==> src/rtl/dcache_pkg.sv <==
// Shared definitions for the direct-mapped write-back data cache: address field
// widths derived from the CPU address layout, and the controller state encoding.
package dcache_pkg;

  localparam int ADDR_W   = 8;
  localparam int INDEX_W  = 3;
  localparam int OFFSET_W = 2;
  localparam int TAG_W    = ADDR_W - INDEX_W - OFFSET_W;
  localparam int BLOCK_W  = 8 << OFFSET_W;
  localparam int LINES    = 1 << INDEX_W;

  typedef enum logic [1:0] {
    IDLE,
    WRITEBACK,
    FETCH,
    UPDATE
  } state_t;

endpackage

==> src/rtl/dcache_store.sv <==
// Line storage for the data cache: valid/dirty/tag/data arrays with a
// combinational read port and a single synchronous whole-line write port.
module dcache_store
  import dcache_pkg::*;
(
  input  logic               clk,
  input  logic               reset,
  input  logic [INDEX_W-1:0] rd_index,
  output logic               rd_valid,
  output logic               rd_dirty,
  output logic [TAG_W-1:0]   rd_tag,
  output logic [BLOCK_W-1:0] rd_data,
  input  logic               wr_en,
  input  logic [INDEX_W-1:0] wr_index,
  input  logic               wr_valid,
  input  logic               wr_dirty,
  input  logic [TAG_W-1:0]   wr_tag,
  input  logic [BLOCK_W-1:0] wr_data
);

  logic [LINES-1:0]   valid;
  logic [LINES-1:0]   dirty;
  logic [TAG_W-1:0]   tags  [LINES];
  logic [BLOCK_W-1:0] blocks[LINES];

  always_ff @(posedge clk) begin
    if (reset) begin
      valid <= '0;
      dirty <= '0;
    end else if (wr_en) begin
      valid[wr_index] <= wr_valid;
      dirty[wr_index] <= wr_dirty;
    end
  end

  // NOTE: tag and data arrays carry no reset; their content is meaningless
  // while valid is clear, so they can map onto plain RAM.
  always_ff @(posedge clk) begin
    if (wr_en) begin
      tags[wr_index]   <= wr_tag;
      blocks[wr_index] <= wr_data;
    end
  end

  assign rd_valid = valid[rd_index];
  assign rd_dirty = dirty[rd_index];
  assign rd_tag   = tags[rd_index];
  assign rd_data  = blocks[rd_index];

endmodule

==> src/rtl/dcache.sv <==
// Direct-mapped, write-back, write-allocate data cache: CPU byte interface on
// one side, block-wide memory interface on the other, miss FSM in between.
module dcache
  import dcache_pkg::*;
(
  input  logic                       CLK,
  input  logic                       RESET,
  input  logic                       READ,
  input  logic                       WRITE,
  input  logic [ADDR_W-1:0]          ADDRESS,
  input  logic [7:0]                 WRITEDATA,
  output logic [7:0]                 READDATA,
  output logic                       BUSYWAIT,
  output logic                       MEM_READ,
  output logic                       MEM_WRITE,
  output logic [ADDR_W-OFFSET_W-1:0] MEM_ADDRESS,
  output logic [BLOCK_W-1:0]         MEM_WRITEDATA,
  input  logic [BLOCK_W-1:0]         MEM_READDATA,
  input  logic                       MEM_BUSYWAIT
);

  state_t             state, state_next;
  logic [TAG_W-1:0]   req_tag;
  logic [INDEX_W-1:0] req_index;
  logic [BLOCK_W-1:0] fill_data;
  logic [7:0]         readdata_q;

  logic [TAG_W-1:0]    addr_tag;
  logic [INDEX_W-1:0]  addr_index;
  logic [OFFSET_W-1:0] addr_offset;
  logic [INDEX_W-1:0]  rd_index;
  logic                rd_valid, rd_dirty;
  logic [TAG_W-1:0]    rd_tag;
  logic [BLOCK_W-1:0]  rd_data;
  logic                wr_en, wr_valid, wr_dirty;
  logic [TAG_W-1:0]    wr_tag;
  logic [BLOCK_W-1:0]  wr_data;
  logic                request, hit, read_hit;
  logic [7:0]          sel_byte;

  assign addr_tag    = ADDRESS[ADDR_W-1 -: TAG_W];
  assign addr_index  = ADDRESS[OFFSET_W +: INDEX_W];
  assign addr_offset = ADDRESS[OFFSET_W-1:0];

  // Outside IDLE the CPU address is not trusted; the latched miss index is used.
  assign rd_index = (state == IDLE) ? addr_index : req_index;
  assign request  = READ | WRITE;
  assign hit      = rd_valid && (rd_tag == addr_tag);
  assign sel_byte = rd_data[{addr_offset, 3'b000} +: 8];
  assign read_hit = (state == IDLE) && READ && !WRITE && hit;
  assign READDATA = read_hit ? sel_byte : readdata_q;

  dcache_store u_store (
    .clk      (CLK),
    .reset    (RESET),
    .rd_index (rd_index),
    .rd_valid (rd_valid),
    .rd_dirty (rd_dirty),
    .rd_tag   (rd_tag),
    .rd_data  (rd_data),
    .wr_en    (wr_en),
    .wr_index (rd_index),
    .wr_valid (wr_valid),
    .wr_dirty (wr_dirty),
    .wr_tag   (wr_tag),
    .wr_data  (wr_data)
  );

  // NOTE: state registers use non-blocking assignments so every flop samples
  // pre-edge values regardless of statement order.
  always_ff @(posedge CLK) begin
    if (RESET) begin
      state      <= IDLE;
      req_tag    <= '0;
      req_index  <= '0;
      fill_data  <= '0;
      readdata_q <= '0;
    end else begin
      state <= state_next;
      if (read_hit) readdata_q <= sel_byte;
      if (state == IDLE && request && !hit) begin
        req_tag   <= addr_tag;
        req_index <= addr_index;
      end
      if (state == FETCH && !MEM_BUSYWAIT) fill_data <= MEM_READDATA;
    end
  end

  always_comb begin
    // NOTE: every output gets a default first so no path leaves a latch.
    state_next    = state;
    BUSYWAIT      = 1'b0;
    MEM_READ      = 1'b0;
    MEM_WRITE     = 1'b0;
    MEM_ADDRESS   = {req_tag, req_index};
    MEM_WRITEDATA = rd_data;
    wr_en         = 1'b0;
    wr_valid      = rd_valid;
    wr_dirty      = rd_dirty;
    wr_tag        = rd_tag;
    wr_data       = rd_data;
    case (state)
      IDLE: begin
        if (request) begin
          if (hit) begin
            if (WRITE) begin
              wr_en    = 1'b1;
              wr_dirty = 1'b1;
              wr_data[{addr_offset, 3'b000} +: 8] = WRITEDATA;
            end
          end else begin
            BUSYWAIT   = 1'b1;
            state_next = (rd_valid && rd_dirty) ? WRITEBACK : FETCH;
          end
        end
      end
      WRITEBACK: begin
        BUSYWAIT    = 1'b1;
        MEM_WRITE   = 1'b1;
        MEM_ADDRESS = {rd_tag, req_index};
        if (!MEM_BUSYWAIT) begin
          wr_en      = 1'b1;
          wr_dirty   = 1'b0;
          state_next = FETCH;
        end
      end
      FETCH: begin
        BUSYWAIT = 1'b1;
        MEM_READ = 1'b1;
        if (!MEM_BUSYWAIT) state_next = UPDATE;
      end
      UPDATE: begin
        BUSYWAIT   = 1'b1;
        wr_en      = 1'b1;
        wr_valid   = 1'b1;
        wr_dirty   = 1'b0;
        wr_tag     = req_tag;
        wr_data    = fill_data;
        state_next = IDLE;
      end
      default: state_next = IDLE;
    endcase
  end

endmodule
==> config.mk <==
export PLATFORM = sky130hd
export DESIGN_NAME = dcache
export DESIGN_NICKNAME = d
export VERILOG_FILES = /design/src/rtl/dcache_pkg.sv /design/src/rtl/dcache_store.sv /design/src/rtl/dcache.sv
export SDC_FILE = /design/constraint.sdc
export NUM_CORES = 1
export LEC_CHECK = 0
export ABC_AREA = 1
export BUFFER_PORTS_ARGS = -buffer_cell sky130_fd_sc_hd__buf_2
export CAP_MARGIN = 40
export CORE_ASPECT_RATIO = 0.75
export CORE_MARGIN = 2
export CORE_UTILIZATION = 60
export CTS_BUF_LIST = sky130_fd_sc_hd__clkbuf_4 sky130_fd_sc_hd__clkbuf_8
export DETAILED_ROUTE_END_ITERATION = 10
export PLACE_DENSITY = 0.76
export SLEW_MARGIN = 15
export SYNTH_ARGS = -nofsm -noshare
export SYNTH_HDL_FRONTEND = slang
export SYNTH_SLANG_ARGS = --single-unit
==> constraint.sdc <==
create_clock -name CLK -period 11.1 [get_ports CLK]
set_clock_uncertainty 0.15 [all_clocks]
set_input_delay 0 -clock CLK [delete_from_list [all_inputs] [get_ports CLK]]
set_output_delay 0 -clock CLK [all_outputs]
set_load 0.03 [all_outputs]
==> flow_summary.ini <==
[sta]
max_freq_mhz = 187
worst_pin_slew_ps = 1000
post-route-period-util_pct = 48.1
drv_slew = 0
setup_violations = 0
finalCriticalPeriod_ps = 5340
slew_headroom_pct = 32.4
hold_viol_final = 0
setup_ws_ps = 5760
setup_tns_ps = 0
grt_setup_unrepaired = false

[clocking]
cts_tree = yes
cts_made_buffers = 51
cts-root-buf = clkbuf_8
clk_pin_slew_ps = 70
clock-sinks = 344
cts_max_path_buffers = 3
htreeDepth = 2
insertion_delay_ps = 620
hold_buffers = 93
cts_setup_buffers = 0
cts_resized = 0

[place]
placed_cells = 2165
io_buffers = 101
post_dp_cell_area_sq_um = 16900
dp_hpwl_um = 29100
pre_cts_ws_ps = 6000
place.gp.congestion = 0.943

[die]
design.die.area_sq_um = 28300
row_count = 51
core-area_sq_um = 26200
pin_count = 102
fp.dieW_um = 194
start_util_pct = 61.6
die_y_um = 146

[grt]
grt_usage_pct = 33.6
grt_max_degree = 136
antenna_found_initial = 1
overflow = 0
grt_pass1_vias = 12974
grt_first_pass_wirelength_um = 73400

[critical_path]
path_delay_family = simple AND/OR/NAND/NOR gates
endpoint_kind = flop
path_common_cell = nand2_1
cp_slowest_stage_delay_ps = 710
critPathLaunchType = flop
path_cells = inv_1 -> ha_2 -> buf_4 -> nand2_1 -> nand2_4 -> nand2_1 -> inv_1 -> nand3_1 -> nand2_1 -> nor2_1 -> nand2_1 -> nand2_1 -> inv_1 -> nand2_1 -> nor2_4 -> buf_4 -> nand3_4 -> nand2_4 -> inv_1 -> nor2_4 -> buf_16
regToRegStartpoint = state[1]$_SDFFE_PP0P_
slowest_stage = nor2_4
worstSetupPathType = flop to flop
cp.required_ps = 11240
crit_start = state[1]$_SDFFE_PP0P_
cp_num_buf_inv = 7
arrival_ps = 5490
cp_max_fo = 41

[status]
outcome = finished, final reports clean

[route]
vias = 13766
wl_per_cell_um = 20.5
drc = 0
firstDrtPassIters = 6
ant_nets = 0
via_per_inst = 5.84
wl_um = 48200
drt-initial-drc-count = 1916

[logic_synthesis]
ys_seq_elements = 344
synth.yosys.seq_area_share_pct = 59.9
ys_types = 36
synth_edf_count = 280
syn-instance-count = 1795
syn-cell-area_sq_um = 16200
async_reset_ff_share_pct = 0
yosys_warnings = 0
synthFlopType = edfxtp_1
syn-num-nets = 1858
syn-mean-instance-area_sq_um = 9.01

[finish]
area_growth_pct = 17.3
fin_cells = 2357
drive_gt1_share_pct = 12.3
nets = 2032
finalInstanceArea_sq_um = 19000

[min_path]
hp-class = primary input to flop
min-delay-start = ADDRESS[7]

[power]
peakVddDrop_mv = 0.255
power_mw = 6.14
p_leak_nw = 7.78
p_per_area_nw_per_um2 = 324

[flow_run]
maxCapViolCount = 0
-- layout by cell type, fill, tap and decap left out, types with 18 or more instances in the layout --
| cell type | netlist | final |
|---|---|---|
| o22ai_1 | 36 | 36 |
| nand3_1 | 66 | 66 |
| buf_4 | 17 | 18 |
| dfxtp_1 | 64 | 64 |
| buf_2 | 16 | 102 |
| inv_1 | 107 | 107 |
| dlygate4sd3_1 | 0 | 93 |
| o21ai_0 | 182 | 182 |
| edfxtp_1 | 280 | 280 |
| clkbuf_8 | 0 | 57 |
| nor2_1 | 290 | 281 |
| a21oi_1 | 86 | 86 |
| nand2_1 | 506 | 505 |
-- per-stage QoR --
stage / hold slack (ps) / util (%)
final: 104 / 72.3
after global routing: 144 / 72.3
after CTS: 63.3 / 72.2
after detailed placement: 77.6 / 64.3
after global placement: 71.7 / 63.9
after floorplan: -15.1 / -
-- cell families after synthesis --
family / after synthesis / synth area share, %
AO/OA/AOI/OAI: 331 / 10.8
adder cells (fa/ha/maj): 10 / 0.774
buffers and inverters: 213 / 6.10
flip-flops: 344 / 59.9
AND/OR/NAND/NOR: 897 / 22.4
-- registers in the layout (all words and copies together), names as in the netlist --
register / count
req_index: 3
readdata_q: 8
u_store.valid: 8
u_store.blocks: 256
u_store.dirty: 8
fill_data: 32
req_tag: 3
u_store.tags: 24
state: 2
-- tightest hold or removal path, delay by kind of cell --
family	cells	cell delay, ps
AOI/OAI and AO/OA	1	110
buffers and inverters	3	710
-- cells in the mapped netlist, types with 16 or more instances --
cell type / instances / area share, %
a21oi_1: 86 / 2.7
buf_2: 16 / 0.50
buf_4: 17 / 0.79
clkbuf_1: 45 / 1.0
dfxtp_1: 64 / 7.9
edfxtp_1: 280 / 52
inv_1: 107 / 2.5
nand2_1: 506 / 12
nand3_1: 66 / 2.0
nor2_1: 290 / 6.7
o21ai_0: 182 / 5.6
o22ai_1: 36 / 1.4
-- layer usage --
layer | share of wire, % | track usage (%) | vias up | wire length [um]
met2 | 43 | 49.8 | 890 | 20900
met1 | 40 | 47.3 | 6387 | 19300
met3 | 13 | 9.06 | 136 | 6210
li1 | - | - | 6353 | -
met5 | 0 | 0 | - | 0
met4 | 3.8 | 13.6 | 0 | 1850
-- power by group --
part           switching, mW  internal [mW]
clock network          0.497          0.658
registers             0.0489           1.95
logic                   2.31          0.678
-- path summary, 6_finish.rpt --
path	to	slack (ps)	cells past startpoint
setup / recovery	u_store.blocks[7][24]$_DFFE_PP_	5760	21
hold / removal	req_tag[2]$_SDFFE_PP0P_	100	4
setup reg to reg	u_store.blocks[7][24]$_DFFE_PP_	5760	21
hold reg to reg	readdata_q[4]$_SDFF_PP0_	320	2
-- final cells by class --
type | count | area [sq um]
clock inverter | 26 | 277
timing repair buffer | 218 | 1680
inverter | 116 | 443
antenna | 1 | 2.50
sequential | 344 | 9690
fill | 1876 | 7260
tap | 344 | 430
clock buffer | 70 | 882
multi-input combinational | 1238 | 5560
No activity file was read; power rests on OpenSTA's default activity.
